[src/rtl/fifo_drain.sv]
// Round-robin drain of the block array's serial readout: polls empty flags, issues one fifo_req,
// deserialises the returning word and holds it on a valid/ready port. Optional FIFO_DRAIN_PARITY_EN.
module fifo_drain #(
   parameter int NCHAN     = 12,
   parameter int WORD_BITS = 32,
   parameter int REQ_LAT   = 2
) (
   input  logic                 fifo_clk,
   input  logic                 fifo_rst,
   input  logic                 enable,
   input  logic [NCHAN:1]       fifo_empty,
   output logic [NCHAN:1]       fifo_req,
   input  logic                 fifo_bit,
   output logic                 out_valid,
   input  logic                 out_ready,
   output logic [WORD_BITS-1:0] out_data,
   output logic [3:0]           out_chan,
   output logic                 busy
`ifdef FIFO_DRAIN_PARITY_EN
   ,
   output logic                 out_perr
`endif
);

`ifdef FIFO_DRAIN_PARITY_EN
   localparam int PAR_BITS = 1;
`else
   localparam int PAR_BITS = 0;
`endif
   localparam int NBITS  = WORD_BITS + PAR_BITS;
   localparam int BCNT_W = $clog2(NBITS + 1);
   localparam int WCNT_W = (REQ_LAT > 1) ? $clog2(REQ_LAT) : 1;
   localparam logic [3:0] CH_LAST = 4'(NCHAN);
   localparam logic [3:0] CH_ONE  = 4'd1;

   typedef enum logic [2:0] {
      S_SCAN  = 3'd0,
      S_REQ   = 3'd1,
      S_WAIT  = 3'd2,
      S_SHIFT = 3'd3,
      S_OUT   = 3'd4
   } state_t;

   state_t              state, state_nxt;
   logic [3:0]          ptr;
   logic [3:0]          chan;
   logic [WCNT_W-1:0]   wcnt;
   logic [BCNT_W-1:0]   bcnt;
   logic [NBITS-1:0]    shreg;

   logic                grant_found;
   logic [3:0]          grant_chan;
   logic                can_grant;
   int                  rr_sum;
   logic [3:0]          rr_idx;

`ifdef FIFO_DRAIN_PARITY_EN
   // Even parity over word plus parity bit: a nonzero XOR flags a corrupted transfer.
   function automatic logic parity_err(input logic [NBITS-1:0] v);
      return ^v;
   endfunction
`endif

   // Round-robin search starting at ptr, wrapping NCHAN back to 1.
   always_comb begin
      grant_found = 1'b0;
      grant_chan  = 4'd0;
      rr_sum      = 0;
      rr_idx      = 4'd0;
      for (int i = 0; i < NCHAN; i++) begin
         rr_sum = int'(ptr) + i;
         if (rr_sum > NCHAN) rr_sum = rr_sum - NCHAN;
         rr_idx = rr_sum[3:0];
         if (!grant_found && !fifo_empty[rr_idx]) begin
            grant_found = 1'b1;
            grant_chan  = rr_idx;
         end
      end
   end

   // A grant needs the output buffer free now or being emptied this cycle.
   assign can_grant = enable && (!out_valid || out_ready) && grant_found;

   always_comb begin
      state_nxt = state;
      case (state)
         S_SCAN:  if (can_grant) state_nxt = S_REQ;
         S_REQ:   state_nxt = (REQ_LAT == 1) ? S_SHIFT : S_WAIT;
         S_WAIT:  if (wcnt <= WCNT_W'(1)) state_nxt = S_SHIFT;
         S_SHIFT: if (bcnt == BCNT_W'(NBITS - 1)) state_nxt = S_OUT;
         S_OUT:   state_nxt = S_SCAN;
         default: state_nxt = S_SCAN;
      endcase
   end

   always_comb begin
      fifo_req = '0;
      if (state == S_REQ) fifo_req[chan] = 1'b1;
   end

   assign busy = (state != S_SCAN);

   always_ff @(posedge fifo_clk) begin
      if (fifo_rst) begin
         state     <= S_SCAN;
         ptr       <= CH_ONE;
         chan      <= 4'd0;
         wcnt      <= '0;
         bcnt      <= '0;
         shreg     <= '0;
         out_valid <= 1'b0;
         out_data  <= '0;
         out_chan  <= 4'd0;
`ifdef FIFO_DRAIN_PARITY_EN
         out_perr  <= 1'b0;
`endif
      end else begin
         state <= state_nxt;
         case (state)
            S_SCAN:  if (can_grant) chan <= grant_chan;
            S_REQ: begin
               wcnt <= WCNT_W'(REQ_LAT - 1);
               bcnt <= '0;
            end
            S_WAIT:  wcnt <= wcnt - WCNT_W'(1);
            S_SHIFT: begin
               shreg <= {shreg[NBITS-2:0], fifo_bit};
               bcnt  <= bcnt + BCNT_W'(1);
            end
            S_OUT:   ptr <= (chan == CH_LAST) ? CH_ONE : chan + CH_ONE;
            default: ;
         endcase

         // ---- output buffer stage ----
         if (state == S_OUT) begin
            out_valid <= 1'b1;
            out_data  <= shreg[NBITS-1:NBITS-WORD_BITS];
            out_chan  <= chan;
`ifdef FIFO_DRAIN_PARITY_EN
            out_perr  <= parity_err(shreg);
`endif
         end else if (out_valid && out_ready) begin
            out_valid <= 1'b0;
         end
      end
   end

endmodule

[config.mk]
export PLATFORM = sky130hd
export DESIGN_NAME = fifo_drain
export DESIGN_NICKNAME = d
export VERILOG_FILES = /design/src/rtl/fifo_drain.sv
export SDC_FILE = /design/constraint.sdc
export NUM_CORES = 1
export LEC_CHECK = 0
export ABC_AREA = 1
export CAP_MARGIN = 0
export CORE_ASPECT_RATIO = 0.7
export CORE_UTILIZATION = 57
export CTS_CLUSTER_SIZE = 16
export DETAILED_ROUTE_END_ITERATION = 10
export GPL_ROUTABILITY_DRIVEN = 1
export PLACE_DENSITY_LB_ADDON = 0.15
export RECOVER_POWER = 100
export SYNTH_ARGS = -nofsm -noshare
export SYNTH_HDL_FRONTEND = slang
export SYNTH_SLANG_ARGS = --single-unit
[constraint.sdc]
create_clock -name fifo_clk -period 4.38 [get_ports fifo_clk]
set_clock_uncertainty 0.1 [all_clocks]
set_input_delay 0.876 -clock fifo_clk [delete_from_list [all_inputs] [get_ports fifo_clk]]
set_output_delay 0.876 -clock fifo_clk [all_outputs]
set_load 0.01 [all_outputs]
==> results list <==
* Worst setup slack before clock tree synthesis: 0.3809 ns
- Number of antenna violations at the first check in global routing: 0
* Met1 demand-to-capacity share in global routing: 0.4464
* Worst setup SP type: flip-flop
* Crit path kind: reg2reg
* Max Cap Violations: 0
- Overflow after GRT: 0
- For this design, the sink count on the clock tree is 86.
- The first global-routing pass estimated 26.63 mm of wire.
* Max Fclk: 0.2545 GHz
- Reg-to-reg startpoint: ptr[0]
- The tightest hold path in the finished design has a slack of 0.3747 ns.
- Data arrival time of the critical path: 4.02 ns
* Clk pin slew, worst setup/hold paths: 0.06 ns
- Hold EP: out_data[13]
* TritonCTS Buffers: 9
- Overall power after layout: 1941 µW
* Pin count of the biggest net entering global routing: 65
- The initial utilization of the core area, before any placement, comes to 0.6055.
- After floorplanning, the core was divided into 29 placement rows.
- I/O Pins: 67
- For this run, global-route usage on met2 was measured as 0.5106.
- Worst Min Path Start: out_data[13]
- Dividing the detail-routed wire length by the instance count gives 15.20 µm.
- RSZ-0062 raised after global routing: false
* Reg2reg path depth: 23
* Pins over their slew limit: 0
* CTS H-tree depth: 3
* Total vias in the final route: between 6k and 7k
- Setup slack on the worst reg-to-reg path comes out at 0.45 ns.
- In the synthesized netlist, the cells that appear most often are nand2_1, nor2_1, o21ai_0.
- Synthesis-to-layout area growth: 18.59%
- Top flip-flop cell by instance count after synthesis: dfxtp_1
- Largest cells by area after synthesis: dfxtp_1, nand2_1, nor2_1
- Clk_lat worst skew: 0.34 ns
- The endpoint identified for the worst register-to-register timing path is chan[1].
- Kind of capture point of the worst setup path: flip-flop
* Area enclosed by the die boundary: a little over 0.01 mm²
- Synth async-reset ratio: 0
* Post-synthesis instance area: 0.005647 mm²
- Via count of the first global-routing pass: between 5k and 6k
* Initial drt markers: 589
- Library cell with the highest instance count after synthesis: nand2_1
- Fin area: 0.006696 mm²
- 0 antenna diodes ended up in the layout.
- TritonCTS clock tree: built
- The die is 85.28 µm tall.
- Setup violations remaining at the end of the flow were counted as 0.
- Std-Cell Core Area: 0.009325 mm²
- Total global-route track usage: 0.3288
* Synth Area per Inst: 6.337 µm²
- Min-Delay Path Class: reg2reg
* # DRC: 0
- In this run the worst path has a maximum fanout of 26.
- After detailed placement, the total cell area comes to 0.006387 mm².
* WP data required: 4.47 ns
* Fraction of synthesized cell area taken by the top area cell type: 0.3049
* Synth area leader: dfxtp_1
- Global placement routability congestion: just under 1
* Maximum vdd ir drop: 342.6 µV
- After detailed routing, the total wire length is 16.34 mm.
- Measured along the x axis, the die boundary spans 121.0 µm.
- The run finished with clean final reports.
- Count of TritonRoute iterations in the first routing pass: 5
- The global routing stage identified its most utilized layer as met2.
- Layout Nets: 990
* Setup TNS: 0 ns
* Smallest setup slack after layout: 0.4509 ns
* Count of filler cells inserted in the layout: 737
- In the finished design, the share of the clock period the worst path needs comes to 0.8970.
- Root Driver: clkbuf_16
* Layout cells sized above 1: 0.08623
* FF+latch count, synth: 86
- For this design the static power due to leakage is 0.003274 µW.
* Worst-margin pin slew: approximately 1.2 ns
- HPWL Detailed: 11.96 mm
- The final count of hold timing violations was 0.
- Final critical-path required period: 3.929 ns
- Buffers placed on the I/O ports in this run total 66.
* Number of flops mapped to enable cells by yosys: 0
* Hold Path Depth: 2
- For this run, the number of Yosys warnings is 0.
- Number of instances in the synthesized netlist: 891
* Synthesized Nets: about 940
- Post-synthesis sequential area ratio: 0.3049
* Antenna violation net count after detailed routing: 0
- Via density per instance: 5.729
- For met3 alone, demand over resource in global routing was 0.08065.
- Post-synthesis cell type count: 46
- Power spread over the standard cell area amounts to approximately 290 mW/mm².
- In this run the tightest slew margin relative to its limit is 0.1864.
* Max clock buf depth: 2
==> metrics by stage <==
| step | cells | util |
|---|---|---|
| 3_3_place_gp | 1059 | 0.6850 |
| 4_1_cts | 1075 | 0.7188 |
| 6_report | 1075 | 0.7181 |
| 3_5_place_dp | 1059 | 0.6850 |
| 2_1_floorplan | 891 | - |
| 5_1_grt | 1075 | 0.7181 |
==> cells in the final DEF, fill, tap and decap left out, types with 5 or more instances in the layout <==
master and n:
dfxtp_1 85, nand4_1 19, nand3_1 61, nand3_2 6, nand2_2 15, a21oi_1 25
buf_4 10, clkdlybuf4s50_1 15, nor3_1 18, o21ai_0 87, o21ai_1 31, dlygate4sd3_1 51
ha_1 27, inv_1 81, clkbuf_16 9, nand2_1 171, inv_2 17, o211ai_1 5
nor2_1 169
==> critical path, stage by stage (launching register included) <==
cell      delay, ns
dfxtp_1        0.67
buf_4          0.38
nand2_1        0.13
nand3_1        0.11
nand2_1        0.07
ha_1           0.18
nand2_1        0.07
inv_1          0.05
o21ai_1        0.17
nand2_1        0.07
nand2_1        0.11
nand2_1        0.13
nand2_1        0.09
nand3_1        0.09
nand2_2        0.16
nand4_2        0.14
nor2_4         0.17
nand3_2        0.08
nor2_2         0.33
nand3b_4       0.14
nand3_4        0.12
inv_2          0.07
nand2_1        0.09
a21oi_2        0.06
==> flip-flops by register name, summed over array words and instances (netlist names) <==
| register | count |
|---|---|
| chan | 4 |
| state | 3 |
| out_chan | 4 |
| out_valid | 1 |
| shreg | 32 |
| out_data | 32 |
| bcnt | 6 |
| ptr | 4 |
==> power by group <==
| group | internal, µW | switching (µW) | total, µW | leakage, µW |
|---|---|---|---|---|
| combinational | 101 | 194 | 294 | 0.00242 |
| sequential | 819 | 28.7 | 848 | 0.000696 |
| clock | 501 | 298 | 800 | 0.000154 |
==> how the worst max path moves through the flow <==
stage,startpoint,to,slack [ns],cells past startpoint
after floorplan,ptr[1],chan[1],1.19,22
after global placement,ptr[1],chan[2],0.59,17
after detailed placement,ptr[1],chan[2],0.38,21
after CTS,ptr[1],chan[1],0.35,21
after global routing,ptr[1],chan[1],0.16,21
final,ptr[0],chan[1],0.45,23
==> area by class of cell <==
| cell class | count | area, µm² | area share |
|---|---|---|---|
| clock buffers | 11 | 232.7 | 0.03475 |
| well taps | 124 | 155.1 | 0.02317 |
| repair buffers | 77 | 740.7 | 0.1106 |
| multi-input cells | 672 | 3385 | 0.5054 |
| flip-flops and latches | 86 | 1723 | 0.2573 |
| clock inverters | 5 | 82.58 | 0.01233 |
| inverters | 100 | 377.9 | 0.05643 |
==> cells by family (layout without fill, tap and decap cells) <==
group | Yosys count | in the layout | share of synthesized area
compound gates | 166 | 166 | 0.1600
xor+xnor | 6 | 6 | 0.01064
fa+ha+maj | 27 | 27 | 0.05983
buf+inv | 133 | 193 | 0.09483
flops | 86 | 86 | 0.3049
simple gates | 473 | 473 | 0.3698
==> routing by layer <==
layer	vias to the layer above	share of wire
li1	3009	-
met3	28	0.11
met4	0	0.017
met2	319	0.43
met1	2803	0.45
met5	-	0
==> what timing repair did <==
action,CTS,global route
hold buffers,0,0
resized for setup,0,1
buffers inserted,0,0
endpoints found under the setup margin,0,1
Power figures use the tool's default switching activity.
